File: src/rtl/vic_video_timing.sv
// vic_video_timing: pixel-strobe driven horizontal/vertical timing generator
// with sync/blank/composite outputs, line/frame start pulses, a latched
// character code and the 6-bit video RAM address multiplexer.
// Optional feature macro: VIC_TIMING_FLIP_EN (cocktail flip of the mux
// counter bits while flip=1; hcnt/vcnt outputs always stay raw).
module vic_video_timing #(
  parameter int CW       = 9,
  parameter int HTOTAL   = 327,
  parameter int HBSTART  = 255,
  parameter int HBEND    = 327,
  parameter int HSSTART  = 272,
  parameter int HSEND    = 304,
  parameter int VTOTAL   = 262,
  parameter int VBSTART  = 224,
  parameter int VBEND    = 0,
  parameter int VSSTART  = 236,
  parameter int VSEND    = 240,
  parameter int HSTART   = 1,
  parameter int SRC_RISE = 0
) (
  input  logic          clk,
  input  logic          reset,
  input  logic          src,
  input  logic          msb,
  input  logic          m1,
  input  logic          m2,
  input  logic          m4,
  input  logic          flip,
  input  logic [11:0]   addr,
  input  logic [7:0]    data,
  output logic [CW-1:0] hcnt,
  output logic [CW-1:0] vcnt,
  output logic          hsync,
  output logic          vsync,
  output logic          hblank,
  output logic          vblank,
  output logic          csync,
  output logic          cblank_n,
  output logic          line_start,
  output logic          frame_start,
  output logic [5:0]    ram_addr
);

  localparam logic [CW-1:0] H_TOTAL   = CW'(HTOTAL);
  localparam logic [CW-1:0] H_BSTART  = CW'(HBSTART);
  localparam logic [CW-1:0] H_BEND    = CW'(HBEND);
  localparam logic [CW-1:0] H_SSTART  = CW'(HSSTART);
  localparam logic [CW-1:0] H_SEND    = CW'(HSEND);
  localparam logic [CW-1:0] V_TOTAL   = CW'(VTOTAL);
  localparam logic [CW-1:0] V_BSTART  = CW'(VBSTART);
  localparam logic [CW-1:0] V_BEND    = CW'(VBEND);
  localparam logic [CW-1:0] V_SSTART  = CW'(VSSTART);
  localparam logic [CW-1:0] V_SEND    = CW'(VSEND);
  localparam logic [CW-1:0] H_RESET   = CW'(HSTART);

  logic       src_last;
  logic       msb_last;
  logic       armed;
  logic       src_edge;
  logic       strobe;
  logic [4:0] c;
  logic [4:0] h_sel;
  logic [7:0] v_sel;

  // Pixel strobe: selected edge of src against its last sampled level, gated
  // until the first clock after reset so a level held across reset never counts.
  always_comb begin
    if (SRC_RISE != 0) src_edge = src & ~src_last;
    else               src_edge = ~src & src_last;
    strobe = armed & src_edge;
  end

  // Counters, sync/blank flags and start pulses; all decisions use pre-increment counts.
  always_ff @(posedge clk or posedge reset) begin
    if (reset) begin
      src_last    <= 1'b0;
      armed       <= 1'b0;
      hcnt        <= H_RESET;
      vcnt        <= '0;
      hsync       <= 1'b0;
      vsync       <= 1'b0;
      hblank      <= 1'b0;
      vblank      <= 1'b0;
      line_start  <= 1'b0;
      frame_start <= 1'b0;
    end else begin
      // NOTE: non-blocking assignments here so every comparison below sees the
      // counter value from before this edge, not the one being written.
      src_last    <= src;
      armed       <= 1'b1;
      line_start  <= 1'b0;
      frame_start <= 1'b0;
      if (strobe) begin
        if (hcnt == H_TOTAL) begin
          hcnt       <= '0;
          line_start <= 1'b1;
        end else begin
          hcnt <= hcnt + 1'b1;
        end
        // Clear is tested first so it wins when start and end coincide.
        if (hcnt == H_BEND)        hblank <= 1'b0;
        else if (hcnt == H_BSTART) hblank <= 1'b1;
        if (hcnt == H_SEND)        hsync  <= 1'b0;
        else if (hcnt == H_SSTART) hsync  <= 1'b1;
        if (hcnt == H_SSTART) begin
          if (vcnt == V_TOTAL) begin
            vcnt        <= '0;
            frame_start <= 1'b1;
          end else begin
            vcnt <= vcnt + 1'b1;
          end
          if (vcnt == V_BEND)        vblank <= 1'b0;
          else if (vcnt == V_BSTART) vblank <= 1'b1;
          if (vcnt == V_SEND)        vsync  <= 1'b0;
          else if (vcnt == V_SSTART) vsync  <= 1'b1;
        end
      end
    end
  end

  // Character latch: capture the code bits on a rising msb edge.
  always_ff @(posedge clk or posedge reset) begin
    if (reset) begin
      msb_last <= 1'b0;
      c        <= '0;
    end else begin
      msb_last <= msb;
      if (msb & ~msb_last) c <= data[7:3];
    end
  end

  // Counter bits presented to the address mux, optionally mirrored for cocktail mode.
  always_comb begin
    h_sel = hcnt[7:3];
    v_sel = vcnt[7:0];
`ifdef VIC_TIMING_FLIP_EN
    if (flip) begin
      h_sel = ~hcnt[7:3];
      v_sel = ~vcnt[7:0];
    end
`endif
  end

`ifndef VIC_TIMING_FLIP_EN
  // flip has no effect in this build; tie it off explicitly.
  logic unused_flip;
  assign unused_flip = flip;
`endif

  // Video RAM address multiplexer.
  always_comb begin
    ram_addr = 6'b0;
    case ({m4, m2, m1})
      3'd0:    ram_addr = addr[5:0];
      3'd1:    ram_addr = addr[11:6];
      3'd2:    ram_addr = {v_sel[3], h_sel[4:0]};
      3'd3:    ram_addr = {2'b00, v_sel[7:4]};
      3'd4:    ram_addr = {data[2:0], v_sel[2:0]};
      3'd5:    ram_addr = {1'b1, c[4:0]};
      default: ram_addr = 6'b0;
    endcase
  end

  assign csync    = hsync ^ vsync;
  assign cblank_n = ~(hblank | vblank);

endmodule

File: config.mk
export PLATFORM = sky130hd
export DESIGN_NAME = vic_video_timing
export DESIGN_NICKNAME = d
export VERILOG_FILES = /design/src/rtl/vic_video_timing.sv
export SDC_FILE = /design/constraint.sdc
export NUM_CORES = 1
export LEC_CHECK = 0
export ABC_AREA = 1
export CAP_MARGIN = 15
export CORE_MARGIN = 2
export CORE_UTILIZATION = 53
export CTS_BUF_LIST = sky130_fd_sc_hd__clkbuf_8
export DETAILED_ROUTE_END_ITERATION = 10
export PLACE_DENSITY = 0.88
export REMOVE_ABC_BUFFERS = 1
export SLEW_MARGIN = 5
export SYNTH_ARGS = -nofsm -noshare
export SYNTH_HDL_FRONTEND = slang
export SYNTH_SLANG_ARGS = --single-unit
File: constraint.sdc
create_clock -name clk -period 2.05 [get_ports clk]
set_input_delay 0.41 -clock clk [delete_from_list [all_inputs] [get_ports clk]]
set_output_delay 0.41 -clock clk [all_outputs]
set_load 0.005 [all_outputs]
After elaboration in Yosys (flattened, before gate mapping) --
Cells that the tools add are included.
Storage, ports and cells: logic and storage cells 62, input port bits 28, output and inout port bits 32, register bits after elaboration 32
Cells by class: mux-type cells 16, add/sub/neg operators 2, reduce and logical (&&, ||, !) cells 11, equal/unequal tests 13, bitwise logic cells 8
Operators with widths (count):
- 9-bit by 8-bit equality test with 1-bit output (second input constant) | 4
- 9-bit equality test (second input constant) | 4
- 6-bit one-hot mux with 6 select lines | 1
- 9-bit by 1-bit adder with 9-bit output (second input constant) | 2
- 9-bit two-way mux | 2
- 1-bit two-way mux | 13
- 9-bit zero test | 1
- 2-bit nonzero test | 4
- 3-bit by 2-bit equality test with 1-bit output (second input constant) | 2
- 3-bit equality test (second input constant) | 2
- 2-bit AND reduction | 3
- 3-bit AND reduction | 2
- 1-bit AND | 3
- 3-bit by 1-bit equality test with 1-bit output (second input constant) | 1
- 3-bit zero test | 1
- 1-bit inverter | 3
- 1-bit bitwise OR | 1
- 1-bit bitwise XOR | 1

Logic depth before layout (Yosys ltp) --
depth after elaboration 4, depth in mapped cells 9, gate-level depth less buffers 9

Worst setup path before layout --
Ideal clock, no wire load.
kind input to output, start input port m2, end output port ram_addr[3], required time 1.640 ns, stages on the path 7, slack 0.633 ns, data arrival time 1.007 ns, buffers on the path 0, path through nor2_1 nand2_1 inv_1 nand2_1 o21ai_0 nor2_1 nand3_1
On the way: longest elaborated chain between the ends 2, elaborated cells between the ends (all ways) 7, those cells by class eq/ne: 5; mux: 1; reduce/logical: 1
Ends and longest elaborated chain:
- from (decl) | RTL line 26 | input logic m2,
- 3-bit equality test (tied with other cells) | RTL line 153 | case ({m4, m2, m1})
- 6-bit one-hot mux with 6 select lines * | RTL line 153
- to (decl) | RTL line 41 | output logic [5:0] ram_addr
Mark *: on every way between the ends. The rest lies on a longest branch, timed or not.

Final worst setup path --
start input port m4, end output port ram_addr[0]
On the way: longest elaborated chain between the ends 2, elaborated cells between the ends (all ways) 7, those cells by class eq/ne: 5; mux: 1; reduce/logical: 1
Ends and longest elaborated chain:
- from (decl) | RTL line 27 | input logic m4,
- 3-bit equality test (tied with other cells) | RTL line 153
- 6-bit one-hot mux with 6 select lines * | RTL line 153
Marks and branches as above.

==> impl_metrics.tcl <==
set metrics [dict create \
    status "finished, violations left" \
    violations "negative setup slack" \
    rrSetupSlack_ps 530 \
    fillers 272 \
    syn_area_um2 2090 \
    detail_route.iter0.violations 266 \
    rr_endpoint "vcnt[4]" \
    finalHoldViolCount 0 \
    gr-total-overflow 0 \
    cp_num_buf_inv 4 \
    clock_latency_ps 290 \
    path_delay_family "buffers and inverters" \
    total_power_mw 1.80 \
    cts_max_path_buffers 2 \
    num_rows 22 \
    r2r_start "hcnt[0]" \
    wire_per_inst_um 13.4 \
    worst_slack_ps -5.64 \
    crit_type "in2out" \
    ir_drop_v 0.000546 \
    worstPathMaxFanout 6 \
    area_growth_pct 38.4 \
    drt-pass1-iter-count 4 \
    die_area_um2 4470 \
    rr_worst_depth 7 \
    mostFrequentLayoutCell "nand2_1" \
    arrival_ps 1650 \
    synth_top_area_share 0.371 \
    p_leak_nw 1.39 \
    ys_warn_count 0 \
    avgSynthCellArea_um2 7.22 \
    cp-start-kind "primary input" \
    fin_tns_setup_ps -5.64 \
    synth_top_area_cell "dfrtp_1" \
    routabilityCongestion 0.881 \
    vias 2208 \
    nets 397 \
    hold_buffers 0 \
    cts.htree.levels 2 \
    end_kind "output pin" \
    layout-drive-gt1-share 0.142 \
    fp.coreArea_um2 3720 \
    p_per_area_nw_per_um2 622 \
    cts.clk_slew.worst_paths_ps 70 \
    yosysSeqAreaShare 0.383 \
    grt_pass1_wl_um 9160 \
    via_per_inst 5.35 \
    skew_ps 7.25 \
    critPathRequiredTime_ps 1640 \
    fin_area_um2 2900 \
    io_pins 60 \
    setup_violations 1 \
    finalCritPeriodShare 1.00 \
    cts.sinks 32 \
    grt_max_degree 33 \
    grt_usage 0.273 \
    die_y_um 66.8 \
    diodes 0 \
    cts_tree "yes" \
    max_clock_freq_mhz 486 \
    slew_viol_final 0 \
    slowest_delay_ps 300 \
    crit_chain "dlygate4sd2_1 -> inv_2 -> nand2_1 -> inv_2 -> nand2_1 -> o21ai_0 -> nor2_1 -> nand3_1 -> dlygate4sd2_1" \
    fin_util 0.780 \
    synth_area_leaders "dfrtp_1, nand2_1, inv_1, nor2_1, nand3_1" \
    hp-class "in2async" \
    drv_cap 0 \
    yosysUniqueCellTypes 30 \
    port_buffers 58 \
    wl_um 5520 \
    cts_root_buffer "clkbuf_8" \
    cts_buffers 5 \
    initial_core_util 0.563 \
    final_cell_mix "nand2_1, clkdlybuf4s50_1, inv_1" \
    first_global_vias 2183 \
    antenna_found_initial 0 \
    die_w_um 66.8 \
    ant_nets 0 \
    remaining_drc_errors 0 \
    dpl-instance-area_um2 2780 \
    yosys_register_bits 32 \
    fin_crit_ps 2060 \
    synthCells 290 \
    cpMaxStageDelayCell "dlygate4sd2_1" \
    dp_hpwl_um 4000 \
]
-- synthesized netlist by cell type --
cell type,n
nand3b_1,1
nand2_4,1
conb_1,1
o21ai_0,12
nor2_4,4
nor2_8,1
nor3_1,5
nand2_1,71
inv_1,39
xnor2_1,1
nand3b_4,1
ha_1,5
dfstp_2,1
dfrtp_1,31
nand2_2,3
nor2_2,3
buf_4,5
nand4_2,1
nor3_2,1
nand4_1,9
inv_2,3
o21ai_1,3
o211ai_1,1
nor2_1,38
a21oi_1,10
o2111ai_1,1
nand3_2,2
o22ai_1,5
xor2_1,5
nand3_1,26
-- area by class of cell --
| cell class | instances | area [um2] | area share |
|---|---|---|---|
| clock inverter | 3 | 12.5 | 0.00432 |
| sequential | 32 | 802 | 0.277 |
| clock buffer | 5 | 68.8 | 0.0237 |
| inverter | 42 | 158 | 0.0544 |
| timing repair buffer | 72 | 676 | 0.233 |
| tap | 48 | 60.1 | 0.0207 |
| multi-input combinational | 211 | 1120 | 0.387 |
-- worst register-to-register path: stages, from the launching register on --
cell	delay, ps
dfstp_2	390
inv_1	130
ha_1	220
nand2_2	80
nor2_4	140
nand4_2	260
nand2_1	120
o21ai_1	70
-- how the worst max path moves through the flow --
stage | start | endpoint | cells past startpoint
CTS | m2 | ram_addr[4] | 7
finish | m4 | ram_addr[0] | 9
detailed placement | m1 | ram_addr[0] | 9
global placement | m1 | ram_addr[0] | 9
global route | m4 | ram_addr[0] | 9
floorplan | m2 | ram_addr[3] | 7
-- where the power goes --
| part | internal, mW | switching (mW) |
|---|---|---|
| combinational | 0.273 | 0.309 |
| sequential | 0.699 | 0.0564 |
| clock | 0.228 | 0.236 |
| total | 1.20 | 0.602 |
-- metrics by stage --
stage / std cells / hold WS, ps / setup WS (ps)
finish: 413 / 509 / -5.64
global route: 413 / 528 / -76.8
CTS: 410 / 514 / -181
detailed placement: 402 / 500 / -455
global placement: 402 / 489 / -400
floorplan: 285 / 441 / 633
-- layer usage --
layer / part of all wire / global-route usage / wire length, um / up-vias
met2: 0.50 / 0.474 / 2770 / 111
met4: 0.030 / 0.138 / 165 / 0
met3: 0.065 / 0.0541 / 357 / 21
li1: - / - / - / 1083
met1: 0.40 / 0.319 / 2230 / 993
met5: 0 / 0 / 0 / -
-- flip-flops by register name, summed over array words and instances (netlist names) --
register and cells:
src_last 1, c 5, msb_last 1, hsync 1, vcnt 9, vblank 1, line_start 1, vsync 1
armed 1, hblank 1, hcnt 9, frame_start 1
-- timing repair --
item / 4_1_cts / 5_1_grt
setup endpoints to repair: 6 / 5
gates resized for setup: 16 / 6
buffers inserted: 0 / 3
pin swaps: 1 / 1
-- cells by family (layout without fill, tap and decap cells) --
kind of cell / after synthesis / count (layout) / share of synthesized area
flip-flops: 32 / 32 / 0.383
other: 1 / 1 / 0.00179
XOR/XNOR: 6 / 6 / 0.0251
AND/OR/NAND/NOR: 167 / 167 / 0.384
AO/OA/AOI/OAI: 32 / 32 / 0.0825
buffers and inverters: 47 / 122 / 0.0932
adder cells (fa/ha/maj): 5 / 5 / 0.0299
No activity file was read; power rests on OpenSTA's default activity.
